==> src/rtl/updown_counter_n_pkg.sv <==
// Shared constants and helpers for the up/down counter family.
package updown_pkg;

   localparam logic DIR_UP    = 1'b0;
   localparam logic DIR_DN    = 1'b1;
   localparam logic MODE_WRAP = 1'b0;
   localparam logic MODE_SAT  = 1'b1;

   // Terminal count: top of range when counting up, zero when counting down.
   function automatic logic term_cnt(input logic dir, input logic [31:0] q,
                                     input logic [31:0] max_v);
      logic hit;
      if (dir == DIR_DN) begin
         hit = (q == 32'd0);
      end else begin
         hit = (q == max_v);
      end
      return hit;
   endfunction

endpackage

==> src/rtl/updown_counter_n_if.sv <==
// Control/status bundle between a counter client (master) and the counter (slave).
interface updown_counter_n_if #(parameter int WIDTH = 4);
   logic             en_i;
   logic             dir_i;
   logic [WIDTH-1:0] step_i;
   logic             sat_i;
   logic             load_i;
   logic [WIDTH-1:0] load_val_i;
   logic             clr_ovf_i;
   logic [WIDTH-1:0] q_o;
   logic             cout_o;
   logic             tc_o;
   logic             ovf_o;

   modport master (
      output en_i, dir_i, step_i, sat_i, load_i, load_val_i, clr_ovf_i,
      input  q_o, cout_o, tc_o, ovf_o
   );

   modport slave (
      input  en_i, dir_i, step_i, sat_i, load_i, load_val_i, clr_ovf_i,
      output q_o, cout_o, tc_o, ovf_o
   );
endinterface

==> src/rtl/updown_counter_n_addsub.sv <==
// WIDTH-bit ripple adder/subtractor; co_o is carry on add, borrow on subtract.
module addsub_n #(
   parameter int WIDTH = 4
) (
   input  logic [WIDTH-1:0] a_i,
   input  logic [WIDTH-1:0] b_i,
   input  logic             sub_i,
   output logic [WIDTH-1:0] y_o,
   output logic             co_o
);

   // Ripple xor/and chain; subtraction is a + ~b + 1 with inverted final carry.
   always_comb begin
      logic [WIDTH:0]   c_v;
      logic [WIDTH-1:0] bx_v;
      bx_v   = b_i ^ {WIDTH{sub_i}};
      c_v    = '0;
      c_v[0] = sub_i;
      y_o    = '0;
      for (int i = 0; i < WIDTH; i++) begin
         y_o[i]   = a_i[i] ^ bx_v[i] ^ c_v[i];
         c_v[i+1] = (a_i[i] & bx_v[i]) | (c_v[i] & (a_i[i] ^ bx_v[i]));
      end
      if (sub_i) begin
         co_o = ~c_v[WIDTH];
      end else begin
         co_o = c_v[WIDTH];
      end
   end

endmodule

==> src/rtl/updown_counter_n.sv <==
// Registered up/down counter with programmable modulus, step, load,
// wrap/saturate mode, carry/borrow pulse and sticky overflow.
module updown_counter_n
   import updown_pkg::*;
#(
   parameter int          WIDTH     = 4,
   parameter int unsigned MAX_VAL   = (2**WIDTH) - 1,
   parameter int unsigned RESET_VAL = 0
) (
   input  logic               clk_i,
   input  logic               rst_i,
   updown_counter_n_if.slave  cnt_if
);

   localparam logic [WIDTH-1:0] MAX_Q   = WIDTH'(MAX_VAL);
   localparam logic [WIDTH-1:0] RST_Q   = WIDTH'(RESET_VAL);
   localparam logic [WIDTH:0]   MAX_EXT = (WIDTH+1)'(MAX_VAL);
   localparam logic [WIDTH:0]   MOD_EXT = (WIDTH+1)'(MAX_VAL) + (WIDTH+1)'(1);
   localparam logic             TC_RST  = (RESET_VAL == MAX_VAL);

   logic [WIDTH-1:0] q_q, q_d;
   logic             cout_q, cout_d;
   logic             tc_q, tc_d;
   logic             ovf_q, ovf_d;

   logic [WIDTH-1:0] as_y;
   logic             as_co;
   logic [WIDTH:0]   ext_s;
   logic             up_over;
   logic [WIDTH-1:0] wrap_up;
   logic [WIDTH-1:0] wrap_dn;
   logic [WIDTH-1:0] load_clamp;

   addsub_n #(.WIDTH(WIDTH)) u_addsub (
      .a_i   (q_q),
      .b_i   (cnt_if.step_i),
      .sub_i (cnt_if.dir_i),
      .y_o   (as_y),
      .co_o  (as_co)
   );

   // Sum (add) or two's-complement difference (subtract) at WIDTH+1 bits,
   // plus the modulus-corrected wrap results for both directions.
   always_comb begin
      ext_s      = {as_co, as_y};
      up_over    = (ext_s > MAX_EXT);
      wrap_up    = WIDTH'(ext_s - MOD_EXT);
      wrap_dn    = WIDTH'(ext_s + MOD_EXT);
      if (cnt_if.load_val_i > MAX_Q) begin
         load_clamp = MAX_Q;
      end else begin
         load_clamp = cnt_if.load_val_i;
      end
   end

   // Next-state decode: load beats count; overflow picks wrap or saturate.
   always_comb begin
      q_d    = q_q;
      cout_d = 1'b0;
      if (cnt_if.load_i) begin
         q_d = load_clamp;
      end else if (cnt_if.en_i) begin
         if (cnt_if.dir_i == DIR_UP) begin
            if (up_over) begin
               cout_d = 1'b1;
               q_d    = (cnt_if.sat_i == MODE_SAT) ? MAX_Q : wrap_up;
            end else begin
               q_d = as_y;
            end
         end else begin
            if (as_co) begin
               cout_d = 1'b1;
               q_d    = (cnt_if.sat_i == MODE_SAT) ? '0 : wrap_dn;
            end else begin
               q_d = as_y;
            end
         end
      end else begin
         q_d = q_q;
      end
      tc_d = term_cnt(cnt_if.dir_i, 32'(q_d), 32'(MAX_Q));
      if (cout_d) begin
         ovf_d = 1'b1;
      end else if (cnt_if.clr_ovf_i) begin
         ovf_d = 1'b0;
      end else begin
         ovf_d = ovf_q;
      end
   end

   // State registers with synchronous reset.
   always_ff @(posedge clk_i) begin
      if (rst_i) begin
         q_q    <= RST_Q;
         cout_q <= 1'b0;
         tc_q   <= TC_RST;
         ovf_q  <= 1'b0;
      end else begin
         q_q    <= q_d;
         cout_q <= cout_d;
         tc_q   <= tc_d;
         ovf_q  <= ovf_d;
      end
   end

   assign cnt_if.q_o    = q_q;
   assign cnt_if.cout_o = cout_q;
   assign cnt_if.tc_o   = tc_q;
   assign cnt_if.ovf_o  = ovf_q;

endmodule
==> src/flat_wrapper.sv <==
// flat-port wrapper written by rule: the top's interface ports become plain ports
module updown_counter_n_flat import updown_pkg::*;
#(
   parameter int          WIDTH     = 4,
   parameter int unsigned MAX_VAL   = (2**WIDTH) - 1,
   parameter int unsigned RESET_VAL = 0
)
  (clk_i, rst_i, cnt_if_en_i, cnt_if_dir_i, cnt_if_step_i, cnt_if_sat_i, cnt_if_load_i, cnt_if_load_val_i, cnt_if_clr_ovf_i, cnt_if_q_o, cnt_if_cout_o, cnt_if_tc_o, cnt_if_ovf_o);
  updown_counter_n_if #(.WIDTH(WIDTH)) cnt_if_i ();
  input  logic clk_i;
  input  logic rst_i;
  input wire logic [$bits(cnt_if_i.en_i)-1:0] cnt_if_en_i;
  input wire logic [$bits(cnt_if_i.dir_i)-1:0] cnt_if_dir_i;
  input wire logic [$bits(cnt_if_i.step_i)-1:0] cnt_if_step_i;
  input wire logic [$bits(cnt_if_i.sat_i)-1:0] cnt_if_sat_i;
  input wire logic [$bits(cnt_if_i.load_i)-1:0] cnt_if_load_i;
  input wire logic [$bits(cnt_if_i.load_val_i)-1:0] cnt_if_load_val_i;
  input wire logic [$bits(cnt_if_i.clr_ovf_i)-1:0] cnt_if_clr_ovf_i;
  output wire logic [$bits(cnt_if_i.q_o)-1:0] cnt_if_q_o;
  output wire logic [$bits(cnt_if_i.cout_o)-1:0] cnt_if_cout_o;
  output wire logic [$bits(cnt_if_i.tc_o)-1:0] cnt_if_tc_o;
  output wire logic [$bits(cnt_if_i.ovf_o)-1:0] cnt_if_ovf_o;
  assign cnt_if_i.en_i = cnt_if_en_i;
  assign cnt_if_i.dir_i = cnt_if_dir_i;
  assign cnt_if_i.step_i = cnt_if_step_i;
  assign cnt_if_i.sat_i = cnt_if_sat_i;
  assign cnt_if_i.load_i = cnt_if_load_i;
  assign cnt_if_i.load_val_i = cnt_if_load_val_i;
  assign cnt_if_i.clr_ovf_i = cnt_if_clr_ovf_i;
  assign cnt_if_q_o = cnt_if_i.q_o;
  assign cnt_if_cout_o = cnt_if_i.cout_o;
  assign cnt_if_tc_o = cnt_if_i.tc_o;
  assign cnt_if_ovf_o = cnt_if_i.ovf_o;
  updown_counter_n #(.WIDTH(WIDTH), .MAX_VAL(MAX_VAL), .RESET_VAL(RESET_VAL)) u_core (.clk_i(clk_i), .rst_i(rst_i), .cnt_if(cnt_if_i));
endmodule
==> config.mk <==
export PLATFORM = sky130hd
export DESIGN_NAME = updown_counter_n_flat
export DESIGN_NICKNAME = d
export VERILOG_FILES = /design/src/rtl/updown_counter_n_pkg.sv /design/src/rtl/updown_counter_n_if.sv /design/src/rtl/updown_counter_n_addsub.sv /design/src/rtl/updown_counter_n.sv /design/src/flat_wrapper.sv
export SDC_FILE = /design/constraint.sdc
export NUM_CORES = 1
export LEC_CHECK = 0
export BUFFER_PORTS_ARGS = -buffer_cell sky130_fd_sc_hd__buf_2
export CORE_MARGIN = 1
export CORE_UTILIZATION = 41
export CTS_CLUSTER_SIZE = 30
export DETAILED_ROUTE_END_ITERATION = 12
export PLACE_DENSITY_LB_ADDON = 0.12
export SLEW_MARGIN = 40
export SYNTH_ARGS = -nofsm -noshare
export SYNTH_HDL_FRONTEND = slang
export SYNTH_SLANG_ARGS = --single-unit
export TNS_END_PERCENT = 20
==> constraint.sdc <==
create_clock -name clk_i -period 2.7 [get_ports clk_i]
set_input_delay 0.27 -clock clk_i [delete_from_list [all_inputs] [get_ports clk_i]]
set_output_delay 0.27 -clock clk_i [all_outputs]
set_load 0.05 [all_outputs]
# Yosys cells after proc, flatten, opt, wreduce, memory -nomap -nowiden
# Cells that the tools add are included.
# classes
add_sub_neg,2
order_cmp,2
n_eq_ne,1
n_reduce_logical,2
n_mux,17
n_bitwise,22
# ops
op,count
two-way mux 4 bit,8
two-way mux 1 bit,9
AND 1 bit,8
bitwise XOR 1 bit,8
greater-than comparator 5 x 4 -> 1 bit (second input constant),1
adder 4 x 1 -> 4 bit (second input constant),1
== test 4 bit (second input constant),1
greater-than comparator 4 bit (second input constant),1
logical NOT 4 bit,1
bitwise OR 1 bit,4
subtractor 4 x 1 -> 4 bit (second input constant),1
bitwise XOR 4 bit,1
nonzero test 2 bit,1
inverter 1 bit,1
# word_totals
register_bits,7
inputBits,15
elab_cells,50

# Logic depth before layout (Yosys ltp)
# logic_depth
ltp_word,19
depth_mapped,10
depth_no_buf,9

# Cells and area by module
# A second synthesis with hierarchy kept.
# unflattened
hier_cells,49
hier_area_um2,478.0
# by_module_without_submodules
module,seq_area_each_um2,cells_each,area_each_um2,n_inst
updown_counter_n,140.1,34,332.8,1
addsub_n,0.0,15,145.1,1

# Worst setup path after synthesis
# Ideal clock, no wire load.
# synth_timing
path_kind,flip-flop to flip-flop
startpoint,"register u_core.q_q[0], in the netlist u_core.cnt_if.q_o[0]"
endpoint,"register u_core.tc_q, in the netlist u_core.cnt_if.tc_o"
path_stages_with_launch,10
period_less_slack_ns,2.969
t_arrival_ns,2.853
t_required_ns,2.584
path_slack_ns,-0.269
cell_sequence,dfxtp_1 > mux2i_1 > fa_1 > fa_1 > fa_1 > nand2b_2 > a21oi_1 > o31ai_2 > nor4b_2 > a31o_1
# synth_between
elab_chain_len,18
word_cells_on_any_way,29
cone_classes,add/sub (2); order compare (1); eq/ne (1); mux (9); bitwise (15); reduce/logical (1)
# synth_lines
element,line_no,source
"start, declared",updown_counter_n.sv:21,"logic [WIDTH-1:0] q_q, q_d;"
"start signal, assigned",updown_counter_n.sv:99,q_q <= q_d;
bitwise XOR 1 bit,"updown_counter_n_addsub.sv:21, updown_counter_n_addsub.sv:22",
AND 1 bit,updown_counter_n_addsub.sv:22,c_v[i+1] = (a_i[i] & bx_v[i]) | (c_v[i] & (a_i[i] ^ bx_v[i]));
bitwise OR 1 bit,updown_counter_n_addsub.sv:22,
AND 1 bit,updown_counter_n_addsub.sv:22,
bitwise OR 1 bit,updown_counter_n_addsub.sv:22,
AND 1 bit,updown_counter_n_addsub.sv:22,
bitwise OR 1 bit,updown_counter_n_addsub.sv:22,
AND 1 bit,updown_counter_n_addsub.sv:22,
[2 not listed],--,
two-way mux 1 bit,updown_counter_n_addsub.sv:24,if (sub_i) begin
greater-than comparator 5 x 4 -> 1 bit,updown_counter_n.sv:46,up_over = (ext_s > MAX_EXT);
two-way mux 4 bit,updown_counter_n.sv:64,if (up_over) begin
two-way mux 4 bit,updown_counter_n.sv:63,if (cnt_if.dir_i == DIR_UP) begin
two-way mux 4 bit (*),updown_counter_n.sv:62,end else if (cnt_if.en_i) begin
two-way mux 4 bit (*),updown_counter_n.sv:60,if (cnt_if.load_i) begin
== test 4 bit or logical NOT 4 bit (tied branches),"updown_counter_n_pkg.sv:16, updown_counter_n_pkg.sv:14",
two-way mux 1 bit (*),updown_counter_n_pkg.sv:13,if (dir == DIR_DN) begin
"end signal, assigned",updown_counter_n.sv:101,tc_q <= tc_d;
"end, declared",updown_counter_n.sv:23,"logic tc_q, tc_d;"
# Mark *: on every way between the ends. The rest lies on a longest branch, timed or not.
# A chain may end at the register's enable or synchronous reset.

# Worst setup path after layout
# layout_timing
startpoint,"register u_core.q_q[1], in the netlist u_core.cnt_if.q_o[1]"
endpoint,"register u_core.tc_q, in the netlist u_core.cnt_if.tc_o"
# layout_between
elab_chain_len,16
word_cells_on_any_way,26
cone_classes,add/sub (2); order compare (1); eq/ne (1); mux (9); bitwise (12); reduce/logical (1)
# layout_lines
element,line_no,source
bitwise XOR 1 bit,"updown_counter_n_addsub.sv:21, updown_counter_n_addsub.sv:22",
AND 1 bit,updown_counter_n_addsub.sv:22,
bitwise OR 1 bit,updown_counter_n_addsub.sv:22,
AND 1 bit,updown_counter_n_addsub.sv:22,
bitwise OR 1 bit,updown_counter_n_addsub.sv:22,
AND 1 bit,updown_counter_n_addsub.sv:22,
bitwise OR 1 bit,updown_counter_n_addsub.sv:22,
inverter 1 bit,updown_counter_n_addsub.sv:25,co_o = ~c_v[WIDTH];
two-way mux 1 bit,updown_counter_n_addsub.sv:24,
greater-than comparator 5 x 4 -> 1 bit,updown_counter_n.sv:46,
two-way mux 4 bit,updown_counter_n.sv:64,
two-way mux 4 bit,updown_counter_n.sv:63,
two-way mux 4 bit (*),updown_counter_n.sv:62,
two-way mux 4 bit (*),updown_counter_n.sv:60,
== test 4 bit or logical NOT 4 bit (tied branches),"updown_counter_n_pkg.sv:16, updown_counter_n_pkg.sv:14",
two-way mux 1 bit (*),updown_counter_n_pkg.sv:13,
# Marked as above.

==> reports/summary.txt <==
outcome -> complete, no violations
die area -> 1460 µm²
sw frac -> 37.7%
DR iter-0 viols -> 12
Final GP Congestion -> 0.838
Tightest Hold Check Type -> primary input to flip-flop
number of diodes -> 0
vias -> 571
clk_skew -> 0.000736 ns
Buffers on Ports -> 21
post-route ant nets -> 0
Post-DP HPWL -> 987 µm
Switching Power -> 0.149 mW
Worst-Skew Late Latency -> 0.24 ns
# Max-Cap Violations -> 0
Finished Cell Area -> 756 µm²
Worst Hold Depth -> 2
RSZ-0062 raised after global routing -> false
Die W -> 38.3 µm
DP Cell Count -> 99
ys flop type -> dfxtp_1
Layout Cells excl Fill -> 105
period utilization -> 95.9%
register area share after synthesis -> 26.0%
layout cells sized above 1 -> 44.0%
static leakage power -> 0.344 nW
Max VDD drop -> 0.000393 V
io pins -> 22
Worst Hold Endpoint -> u_core.cnt_if.q_o[0]
Die Span Y -> 38.3 µm
initial core utilization -> 46.0%
Max transition margin -> 83.5%
Std-Cell Rows -> 12
hold wc startpoint -> rst_i
Synth area leaders -> dfxtp_1 (26%), fa_1 (11%), xnor2_1 (6.5%)
endpoint type of the worst setup path -> flip-flop
Synth Net Count -> 81
worst path arrival time -> 2.73 ns
fmax -> 0.386 GHz
synth cell count leaders -> dfxtp_1 (7), a21oi_1 (6), nor2_1 (6)
1st-pass router iterations -> 4
clk slew on worst S/H paths -> 0.05 ns
Clock power frac -> 23.4%
combinational power share -> 47.1%
post-synth top area cell -> dfxtp_1
Slew Limit Fails -> 0
final setup fails -> 0
area grow syn2layout -> 40.1%
WS Path Type -> flip-flop to flip-flop
Worst EP required -> 2.84 ns
Core ar. -> 1170 µm²
first-pass GRT wire length -> 1.98 mm
critical path startpoint category -> flip-flop
Worst R2R Start -> u_core.cnt_if.q_o[1]
Worst Tran Pin Value -> 0.245 ns
Yosys top cell area share -> 26.0%
Reg2Reg Depth -> 9
Ys Warns -> 0
H-tree Lvls -> 1
P_int -> 0.246 mW
Reg-to-Reg End -> u_core.cnt_if.tc_o
Seq pwr share -> 29.6%
Post-DP Area -> 676 µm²
CTS sink count -> 7
PwrDens -> 522 nW/µm²
largest net degree at the start of global routing -> 11
GRT Overall Usage -> 20.3%
vias per cell -> 5.44
register bit total from synthesis -> 7
Fin. Hold Viols -> 0
Nets -> 110
DR WL/cell -> 13.1 µm
Crit Path Max Fanout -> 5
Num CTS Buffers -> 3
EDFF count, synth -> 0
worst-case clock buffer depth -> 2
Syn Area/Cell -> 8.56 µm²
fin crit period -> 2.59 ns
global route overflow -> 0
R2R Setup Slk -> 0.11 ns
initial antenna violation count -> 0
root buf cell -> clkbuf_4
post-synthesis cell count -> 63
vias in the first global route -> 462
final routed DRC violation total -> 0
hold buffers post-CTS -> 0
asr flop ratio synth -> 0%
CTS tree -> yes
WL final -> 1.38 mm
synthesized area -> 539 µm²
most frequent cell after synthesis -> dfxtp_1
Cell variety after synth -> 25
[worst max path at each step]
stage	to	cells past startpoint	slack (ns)	startpoint
floorplan	u_core.cnt_if.tc_o	10	0.07	cnt_if_dir_i
global placement	u_core.cnt_if.tc_o	10	-0.007	cnt_if_dir_i
detailed placement	u_core.cnt_if.tc_o	10	-0.05	cnt_if_dir_i
CTS	u_core.cnt_if.tc_o	9	0.07	u_core.cnt_if.q_o[1]
global route	u_core.cnt_if.tc_o	9	0.009	u_core.cnt_if.q_o[1]
finish	u_core.cnt_if.tc_o	9	0.11	u_core.cnt_if.q_o[1]
[through the flow]
| step | util, % | worst slack, ns | total power, mW | setup TNS, ns | hold slack (ns) |
|---|---|---|---|---|---|
| floorplan | - | 0.0670 | 0.232 | 0 | 0.332 |
| global placement | 57.7 | -0.00685 | 0.269 | -0.00685 | 0.428 |
| detailed placement | 57.7 | -0.0493 | 0.273 | -0.0493 | 0.460 |
| CTS | 59.9 | 0.0747 | 0.369 | 0 | 0.265 |
| global route | 64.5 | 0.00908 | 0.422 | 0 | 0.275 |
| finish | 64.5 | 0.111 | 0.394 | 0 | 0.288 |
[flip-flops by register name, summed over array words and instances (netlist names)]
signal                cells
u_core.cnt_if.q_o         4
u_core.cnt_if.ovf_o       1
u_core.cnt_if.tc_o        1
u_core.cnt_if.cout_o      1
[logic make-up (layout without fill, tap and decap cells)]
logic type,Yosys count,in the layout,share of synthesized area [%]
AOI/OAI and AO/OA,20,20,24.4
xor gates and xnor gates,5,5,8.12
adders and majority gates,3,3,11.1
buffers and inverters,6,34,6.26
DFF,7,7,26.0
muxes,1,1,1.86
and+or+nand+nor,21,21,22.3
[cell usage in the layout (no fill, tap or decap), types with 4 or more instances in the layout]
cell type  netlist  final
nor3_1           4      4
buf_4            1      5
dfxtp_1          7      5
nand2_1          4      4
inv_1            4      4
a21oi_1          6      4
nor2b_1          4      4
xnor2_1          4      4
buf_2            0     21
nor2_1           6      6
[layer usage]
metal / global-route usage (%) / share of wire [%]
met2: 33.1 / 52
met1: 25.2 / 38
met3: 10.5 / 8.5
met5: 0 / 0
met4: 0 / 1.3
[power by group through the flow]
stage                     Sequential, mW  Combinational (mW)  Clock (mW)
after CTS                          0.117               0.155      0.0970
final                              0.117               0.186      0.0921
after floorplan                    0.145              0.0870           0
after global routing               0.117               0.200       0.104
after global placement             0.118               0.150           0
after detailed placement           0.119               0.154           0
[timing repair]
item | CTS | global route
resized for setup | 0 | 8
endpoints found under the setup margin | 0 | 1
setup buffers | 0 | 2
[worst max-delay path, stage by stage, from the launching register on]
cell and delay (ns):
dfxtp_4 0.34, inv_1 0.05, fa_1 0.45, fa_2 0.37
fa_2 0.45, buf_4 0.16, a21oi_1 0.24, o31ai_4 0.10
nor4b_4 0.14, a31o_1 0.17
[area by class of cell]
type,instances,area (µm²)
clock buffer,4,26.3
tap,14,17.5
fill,110,415
timing repair buffer,26,143
sequential,7,148
inverter,4,15.0
multi-input combinational,50,407
Power figures use the tool's default switching activity.
